$ cat config.mk
export PLATFORM = sky130hd
export DESIGN_NAME = platform_layer_flat
export DESIGN_NICKNAME = d
export VERILOG_FILES = /design/src/rtl/vga_if.sv /design/src/rtl/platform_layer.sv /design/src/flat_wrapper.sv
export SDC_FILE = /design/constraint.sdc
export NUM_CORES = 1
export LEC_CHECK = 0
export BUFFER_PORTS_ARGS = -buffer_cell sky130_fd_sc_hd__buf_2
export CORE_UTILIZATION = 60
export DETAILED_ROUTE_END_ITERATION = 8
export PLACE_DENSITY = 0.8
export SLEW_MARGIN = 10
export SYNTH_ARGS = -nofsm -noshare
export SYNTH_HDL_FRONTEND = slang
export SYNTH_SLANG_ARGS = --single-unit
$ cat constraint.sdc
create_clock -name clk -period 5.4 [get_ports clk]
set_input_delay 0.54 -clock clk [delete_from_list [all_inputs] [get_ports clk]]
set_output_delay 0.54 -clock clk [all_outputs]
set_load 0.01 [all_outputs]
$ cat src/rtl/vga_if.sv
// VGA timing and colour bundle passed between the pixel pipeline stages.
interface vga_if;
  logic [10:0] vcount;
  logic        vsync;
  logic        vblnk;
  logic [10:0] hcount;
  logic        hsync;
  logic        hblnk;
  logic [11:0] rgb;

  modport in  (input  vcount, vsync, vblnk, hcount, hsync, hblnk, rgb);
  modport out (output vcount, vsync, vblnk, hcount, hsync, hblnk, rgb);
endinterface

$ cat src/rtl/platform_layer.sv
// Tiled platform overlay: up to N_PLAT horizontal platforms from a shared tile ROM,
// double-buffered descriptors swapped at vblnk rise, colour-key transparency, 3-cycle latency.
module platform_layer #(
  parameter int unsigned N_PLAT    = 8,
  parameter int unsigned TW_LOG2   = 6,
  parameter int unsigned TH_LOG2   = 5,
  parameter logic [11:0] KEY_RGB   = 12'hF0F,
  parameter logic [11:0] BLANK_RGB = 12'h888
) (
  input  logic                       clk,
  input  logic                       rst_n,
  input  logic                       start_game,
  input  logic                       cfg_we,
  input  logic [3:0]                 cfg_idx,
  input  logic [38:0]                cfg_data,
  input  logic [11:0]                rgb_pixel,
  output logic [TH_LOG2+TW_LOG2-1:0] pixel_addr,
  vga_if.in                          in,
  vga_if.out                         out
);

  localparam int unsigned AW = TH_LOG2 + TW_LOG2;

  typedef struct packed {
    logic        en;
    logic [4:0]  row_off;
    logic [10:0] y_top;
    logic [10:0] x_start;
    logic [10:0] x_end;
  } slot_t;

  typedef struct packed {
    logic [10:0] vcount;
    logic        vsync;
    logic        vblnk;
    logic [10:0] hcount;
    logic        hsync;
    logic        hblnk;
    logic [11:0] rgb;
  } pix_t;

  slot_t shadow_q [N_PLAT];
  slot_t shadow_d [N_PLAT];
  slot_t active_q [N_PLAT];
  slot_t active_d [N_PLAT];
  logic  vblnk_prev_q;
  logic  vblnk_rise;

  assign vblnk_rise = in.vblnk & ~vblnk_prev_q;

  // Writes land in shadow first so a write on the swap cycle is copied through.
  always_comb begin
    shadow_d = shadow_q;
    if (cfg_we) begin
      for (int i = 0; i < int'(N_PLAT); i++) begin
        if (cfg_idx == 4'(i)) shadow_d[i] = slot_t'(cfg_data);
      end
    end
    if (vblnk_rise) active_d = shadow_d;
    else            active_d = active_q;
  end

  always_ff @(posedge clk or negedge rst_n) begin
    if (!rst_n) begin
      vblnk_prev_q <= 1'b0;
      for (int i = 0; i < int'(N_PLAT); i++) begin
        shadow_q[i] <= '0;
        active_q[i] <= '0;
      end
    end else begin
      vblnk_prev_q <= in.vblnk;
      shadow_q     <= shadow_d;
      active_q     <= active_d;
    end
  end

  // Stage 0: per-slot hit test and tile coordinates.
  logic [N_PLAT-1:0]  hit_vec;
  logic [TH_LOG2-1:0] row_calc [N_PLAT];
  logic [TW_LOG2-1:0] col_calc [N_PLAT];
  logic               blank0;
  logic               hit0;
  logic [AW-1:0]      addr0;

  assign blank0 = in.hblnk | in.vblnk;

  always_comb begin
    for (int i = 0; i < int'(N_PLAT); i++) begin
      // 12-bit compare so a platform near the bottom never wraps to the top lines.
      hit_vec[i] = active_q[i].en & start_game & ~blank0 &
                   ({1'b0, in.vcount} >= {1'b0, active_q[i].y_top}) &
                   ({1'b0, in.vcount} < ({1'b0, active_q[i].y_top} + (12'd1 << TH_LOG2))) &
                   (in.hcount >= active_q[i].x_start) &
                   (in.hcount < active_q[i].x_end);
      row_calc[i] = TH_LOG2'(in.vcount - active_q[i].y_top + 11'(active_q[i].row_off));
      col_calc[i] = TW_LOG2'(in.hcount - active_q[i].x_start);
    end
  end

  // Descending scan so the lowest hitting index is the last assignment.
  always_comb begin
    hit0  = 1'b0;
    addr0 = '0;
    for (int i = int'(N_PLAT) - 1; i >= 0; i--) begin
      if (hit_vec[i]) begin
        hit0  = 1'b1;
        addr0 = {row_calc[i], col_calc[i]};
      end
    end
  end

  pix_t          pix0;
  pix_t          s1_q;
  pix_t          s2_q;
  pix_t          out_q;
  pix_t          out_d;
  logic          hit1_q;
  logic          hit2_q;
  logic [AW-1:0] pixel_addr_q;

  assign pix0 = '{vcount: in.vcount, vsync: in.vsync, vblnk: in.vblnk, hcount: in.hcount,
                  hsync: in.hsync, hblnk: in.hblnk, rgb: in.rgb};

  // Stage 3 decision; rgb_pixel is aligned with stage 2 contents.
  always_comb begin
    out_d = s2_q;
    if (s2_q.hblnk | s2_q.vblnk)             out_d.rgb = BLANK_RGB;
    else if (hit2_q && rgb_pixel != KEY_RGB) out_d.rgb = rgb_pixel;
  end

  always_ff @(posedge clk or negedge rst_n) begin
    if (!rst_n) begin
      s1_q         <= '0;
      s2_q         <= '0;
      out_q        <= '0;
      hit1_q       <= 1'b0;
      hit2_q       <= 1'b0;
      pixel_addr_q <= '0;
    end else begin
      s1_q   <= pix0;
      hit1_q <= hit0;
      if (hit0) pixel_addr_q <= addr0;
      s2_q   <= s1_q;
      hit2_q <= hit1_q;
      out_q  <= out_d;
    end
  end

  assign pixel_addr = pixel_addr_q;
  assign out.vcount = out_q.vcount;
  assign out.vsync  = out_q.vsync;
  assign out.vblnk  = out_q.vblnk;
  assign out.hcount = out_q.hcount;
  assign out.hsync  = out_q.hsync;
  assign out.hblnk  = out_q.hblnk;
  assign out.rgb    = out_q.rgb;

endmodule

$ cat src/flat_wrapper.sv
// flat-port wrapper written by rule: the top's interface ports become plain ports
module platform_layer_flat 
#(
  parameter int unsigned N_PLAT    = 8,
  parameter int unsigned TW_LOG2   = 6,
  parameter int unsigned TH_LOG2   = 5,
  parameter logic [11:0] KEY_RGB   = 12'hF0F,
  parameter logic [11:0] BLANK_RGB = 12'h888
)
  (clk, rst_n, start_game, cfg_we, cfg_idx, cfg_data, rgb_pixel, pixel_addr, in_vcount, in_vsync, in_vblnk, in_hcount, in_hsync, in_hblnk, in_rgb, out_vcount, out_vsync, out_vblnk, out_hcount, out_hsync, out_hblnk, out_rgb);
  vga_if in_i ();
  vga_if out_i ();
  input  logic clk;
  input  logic rst_n;
  input  logic start_game;
  input  logic cfg_we;
  input  logic [3:0] cfg_idx;
  input  logic [38:0] cfg_data;
  input  logic [11:0] rgb_pixel;
  output logic [TH_LOG2+TW_LOG2-1:0] pixel_addr;
  input wire logic [$bits(in_i.vcount)-1:0] in_vcount;
  input wire logic [$bits(in_i.vsync)-1:0] in_vsync;
  input wire logic [$bits(in_i.vblnk)-1:0] in_vblnk;
  input wire logic [$bits(in_i.hcount)-1:0] in_hcount;
  input wire logic [$bits(in_i.hsync)-1:0] in_hsync;
  input wire logic [$bits(in_i.hblnk)-1:0] in_hblnk;
  input wire logic [$bits(in_i.rgb)-1:0] in_rgb;
  output wire logic [$bits(out_i.vcount)-1:0] out_vcount;
  output wire logic [$bits(out_i.vsync)-1:0] out_vsync;
  output wire logic [$bits(out_i.vblnk)-1:0] out_vblnk;
  output wire logic [$bits(out_i.hcount)-1:0] out_hcount;
  output wire logic [$bits(out_i.hsync)-1:0] out_hsync;
  output wire logic [$bits(out_i.hblnk)-1:0] out_hblnk;
  output wire logic [$bits(out_i.rgb)-1:0] out_rgb;
  assign in_i.vcount = in_vcount;
  assign in_i.vsync = in_vsync;
  assign in_i.vblnk = in_vblnk;
  assign in_i.hcount = in_hcount;
  assign in_i.hsync = in_hsync;
  assign in_i.hblnk = in_hblnk;
  assign in_i.rgb = in_rgb;
  assign out_vcount = out_i.vcount;
  assign out_vsync = out_i.vsync;
  assign out_vblnk = out_i.vblnk;
  assign out_hcount = out_i.hcount;
  assign out_hsync = out_i.hsync;
  assign out_hblnk = out_i.hblnk;
  assign out_rgb = out_i.rgb;
  platform_layer #(.N_PLAT(N_PLAT), .TW_LOG2(TW_LOG2), .TH_LOG2(TH_LOG2), .KEY_RGB(KEY_RGB), .BLANK_RGB(BLANK_RGB)) u_core (.clk(clk), .rst_n(rst_n), .start_game(start_game), .cfg_we(cfg_we), .cfg_idx(cfg_idx), .cfg_data(cfg_data), .rgb_pixel(rgb_pixel), .pixel_addr(pixel_addr), .in(in_i), .out(out_i));
endmodule
==> impl_results.md <==
- Layout Nets: 4047
- Clk Latency, worst-skew pair: 640 ps
- Syn avg cell area: ~11 um^2
- Commonest non-fill, non-tap cells in the layout: dfrtp_1, inv_1, a21oi_1
- Status: completed
- CTS Buf Count: 78
- H-tree depth: 3
- Fmax: 247 MHz
- Initial Utilization: between 60% and 70%
- Pre-Repair DR Iteration Count: 5
- CP max stage cell: nor3_2
- Vias per cell: 5.92
- Routed WL per cell: ~22 um
- FFs w/ async S/R, synth: 100%
- Leak: 20.8 nW
- Unrepaired setup endpoints after global routing: no
- # port buffers: 145
- Final Hold Viols: 0
- Full die area: about 64000 um^2
- Critical path arrival: about 4600 ps
- CP required: ~6000 ps
- Routability cong.: 0.947
- Critical path class: flop to flop
- Synth warn: 0
- Ys flop type: dfrtp_1
- Die Y: 253 um
- Period Utilization, post-route: between 70% and 80%
- Maximum buffer depth of the clock tree: 3
- Post-layout min period: between 4000 and 5000 ps
- Post-CTS Resized: 0
- First-pass GRT wire length: approximately 150000 um
- Clock root buffer: clkbuf_16
- Layout fillers: around 4500
- Clk slew on worst S/H paths: ~60 ps
- Post-Synthesis Cells: ~3400
- Leading area contributor after synthesis: dfrtp_1
- Max VDD drop: about 0.00028 V
- Relative slew slack: 19.5%
- Initial antenna violation count: 4
- Slew Limit Fails: 0
- Core box area: between 60000 and 70000 um^2
- Largest net degree at the start of global routing: 208
- Synth top area share: between 40 and 50%
- Remaining Overflow, GRT: 0
- Antenna Violating Nets Remaining: 0
- Worst stage delay on the critical path: about 770 ps
- Final WL: between 90000 and 100000 um
- EDFF count, synth: 0
- Post-synth net total: roughly 3900
- Worst-Margin Slew: approximately 1200 ps
- FF+latch area: 18800 um^2
- Iteration-0 DRC count of the detailed router: 2157
- Largest cells by area after synthesis: dfrtp_1, ha_1, mux2_2, a21oi_1, inv_1
- Crit start category: flop
- Count of final setup violators: 0
- DRC: 0
- Commonest non-fill, non-tap cell in the layout: dfrtp_1
- Worst Path Buf+Inv: 1
- Fraction of layout instances using a drive strength above 1: a little under a fifth
- Pwr per Cell Area: ~420 nW/um^2
- CTS tree: built
- MaxCap Viol Count: 0
- Worst Hold Class: input port to flop
- Clock Skew: around 26 ps
- Crit path cell chain: ha_1, xnor2_1, ha_1, and4b_1, o211ai_1, a311oi_1, nor4_2, buf_4, nand2_1, nand2_1, nor3_2, or2b_1, o2bb2ai_1
- Multi-input combinational cell area: 17200 um^2
- Clock Sinks: 751
- Dpl hpwl: about 68000 um
- I/O pin count: approximately 150
- Top Family by Delay on Critical Path: simple AND/OR/NAND/NOR gates
- Register area share after synthesis: 49.7%
- Final core occ: 68.2%
- Syn-to-layout area delta: 11.8%
- Vias in the first global route: between 20000 and 30000
- Setup TNS: 0 ps
- Via Count: ~26000
- DIE WIDTH: ~250 um
- Crit path capture type: flop
- All-Layer GR Usage: about a third
- Synth Cell Area: roughly 38000 um^2
- Worst Path Max Fanout: 14
- Yosys reg bits: 751
- Synth unique cells: slightly above 80
- # rows: 91
[timing repair]
| action | in CTS | in global routing |
|---|---|---|
| setup buffers | 0 | 0 |
| endpoints found under the setup margin | 0 | 0 |
| endpoints found under the hold margin | 81 | 0 |
| hold buffers | 5 | 0 |
[report_power, final]
part | switching [mW] | internal [mW]
Sequential | 0.468 | 6.70
Clock | 2.35 | 3.30
Combinational | 2.82 | 2.03
Total | 5.64 | 12.0
[final cells by class]
cell class | instances | share of cell area (%)
inverters | 389 | 3.45
multi-input cells | 2158 | 40.6
flip-flops and latches | 751 | 44.4
clock buffers | 102 | 5.21
clock inverters | 39 | 1.18
repair buffers | 180 | 2.63
diodes | 1 | 0.00591
well taps | 837 | 2.48
[metal layers]
metal | vias to the layer above | share of wire, % | track usage (%)
li1 | 12000 | - | -
met1 | 13200 | 43 | 44.1
met2 | 901 | 46 | 50.2
met3 | 209 | 7.1 | 5.93
met4 | 6 | 3.6 | 12.5
met5 | - | 0.031 | 0
[final timing paths]
check | start | endpoint | slack (ps) | cells after the start
setup / recovery | u_core.active_q[144]$_DFFE_PN0P_ | u_core.pixel_addr[10]$_DFFE_PN0P_ | 1350 | 13
hold / removal | in_rgb[9] | u_core.s1_q[9]$_DFF_PN0_ | 20 | 1
max in group asynchronous | rst_n | u_core.shadow_q[172]$_DFF_PN0_ | 3650 | 3
min in group asynchronous | rst_n | u_core.out.hsync$_DFF_PN0_ | 530 | 2
hold reg to reg | u_core.out_d[33]$_DFF_PN0_ | u_core.out.vcount[6]$_DFF_PN0_ | 340 | 0
setup reg to reg | u_core.active_q[144]$_DFFE_PN0P_ | u_core.pixel_addr[10]$_DFFE_PN0P_ | 1350 | 13
[synth_stat cells, types with 5 or more instances]
| master | count |
|---|---|
| mux2_2 | 350 |
| o221ai_1 | 5 |
| buf_1 | 12 |
| nand2b_1 | 22 |
| a2111oi_0 | 10 |
| xnor2_1 | 76 |
| o211a_1 | 5 |
| a21o_1 | 51 |
| buf_2 | 5 |
| clkbuf_1 | 96 |
| a211o_1 | 8 |
| a31oi_1 | 9 |
| nor2b_1 | 22 |
| fa_1 | 40 |
| o22ai_1 | 5 |
| nand4_1 | 24 |
| o21bai_1 | 6 |
| or4_1 | 5 |
| nand4b_1 | 6 |
| o211ai_1 | 29 |
| and3_1 | 12 |
| or3_1 | 5 |
| inv_1 | 388 |
| a21oi_1 | 383 |
| dfrtp_1 | 751 |
| o31ai_1 | 15 |
| xor2_1 | 20 |
| nand3_1 | 53 |
| nor2_1 | 336 |
| o21ai_0 | 60 |
| ha_1 | 352 |
| o2111ai_1 | 10 |
| a22oi_1 | 7 |
| a211oi_1 | 21 |
| nor3_1 | 35 |
| o21ai_1 | 5 |
| o21a_1 | 15 |
| mux2i_1 | 12 |
| nand2_1 | 74 |
[flip-flops by register name, summed over array words and instances, names as in the netlist]
name / cells
u_core.s1_q: 37
u_core.s2_q: 12
u_core.hit2_q: 1
u_core.out.vsync: 1
u_core.out.rgb: 12
u_core.active_q: 312
u_core.out.vblnk: 1
u_core.out.hsync: 1
u_core.shadow_q: 312
u_core.out.hblnk: 1
u_core.vblnk_prev_q: 1
u_core.out.hcount: 11
u_core.out.vcount: 11
u_core.out_d: 26
u_core.pixel_addr: 11
u_core.hit1_q: 1
[per-stage QoR]
| step | setup WS (ps) | hold WS, ps | power (mW) | cell area, um^2 | instances |
|---|---|---|---|---|---|
| final | 1350 | 23.9 | 17.7 | 42300 | 4457 |
| after global routing | 1110 | 7.16 | 18.5 | 42300 | 4456 |
| after CTS | 1410 | 2.68 | 17.7 | 42300 | 4456 |
| after detailed placement | 739 | 335 | 12.0 | 39600 | 4310 |
| after global placement | 942 | 331 | 11.8 | 39600 | 4310 |
| after floorplan | 2310 | 244 | 10.3 | 37800 | 3413 |
[kinds of logic (layout without fill, tap and decap cells)]
| kind of cell | after synthesis | after routing | share of synthesized area (%) |
|---|---|---|---|
| buffers and inverters | 504 | 710 | 5.06 |
| xor gates and xnor gates | 96 | 96 | 2.22 |
| AOI/OAI and AO/OA | 684 | 684 | 11.0 |
| DFF | 751 | 751 | 49.7 |
| and+or+nand+nor | 624 | 624 | 7.60 |
| other | 0 | 1 | 0 |
| muxes | 362 | 362 | 10.7 |
| adders and majority gates | 392 | 392 | 13.8 |
Power figures use the tool's default switching activity.
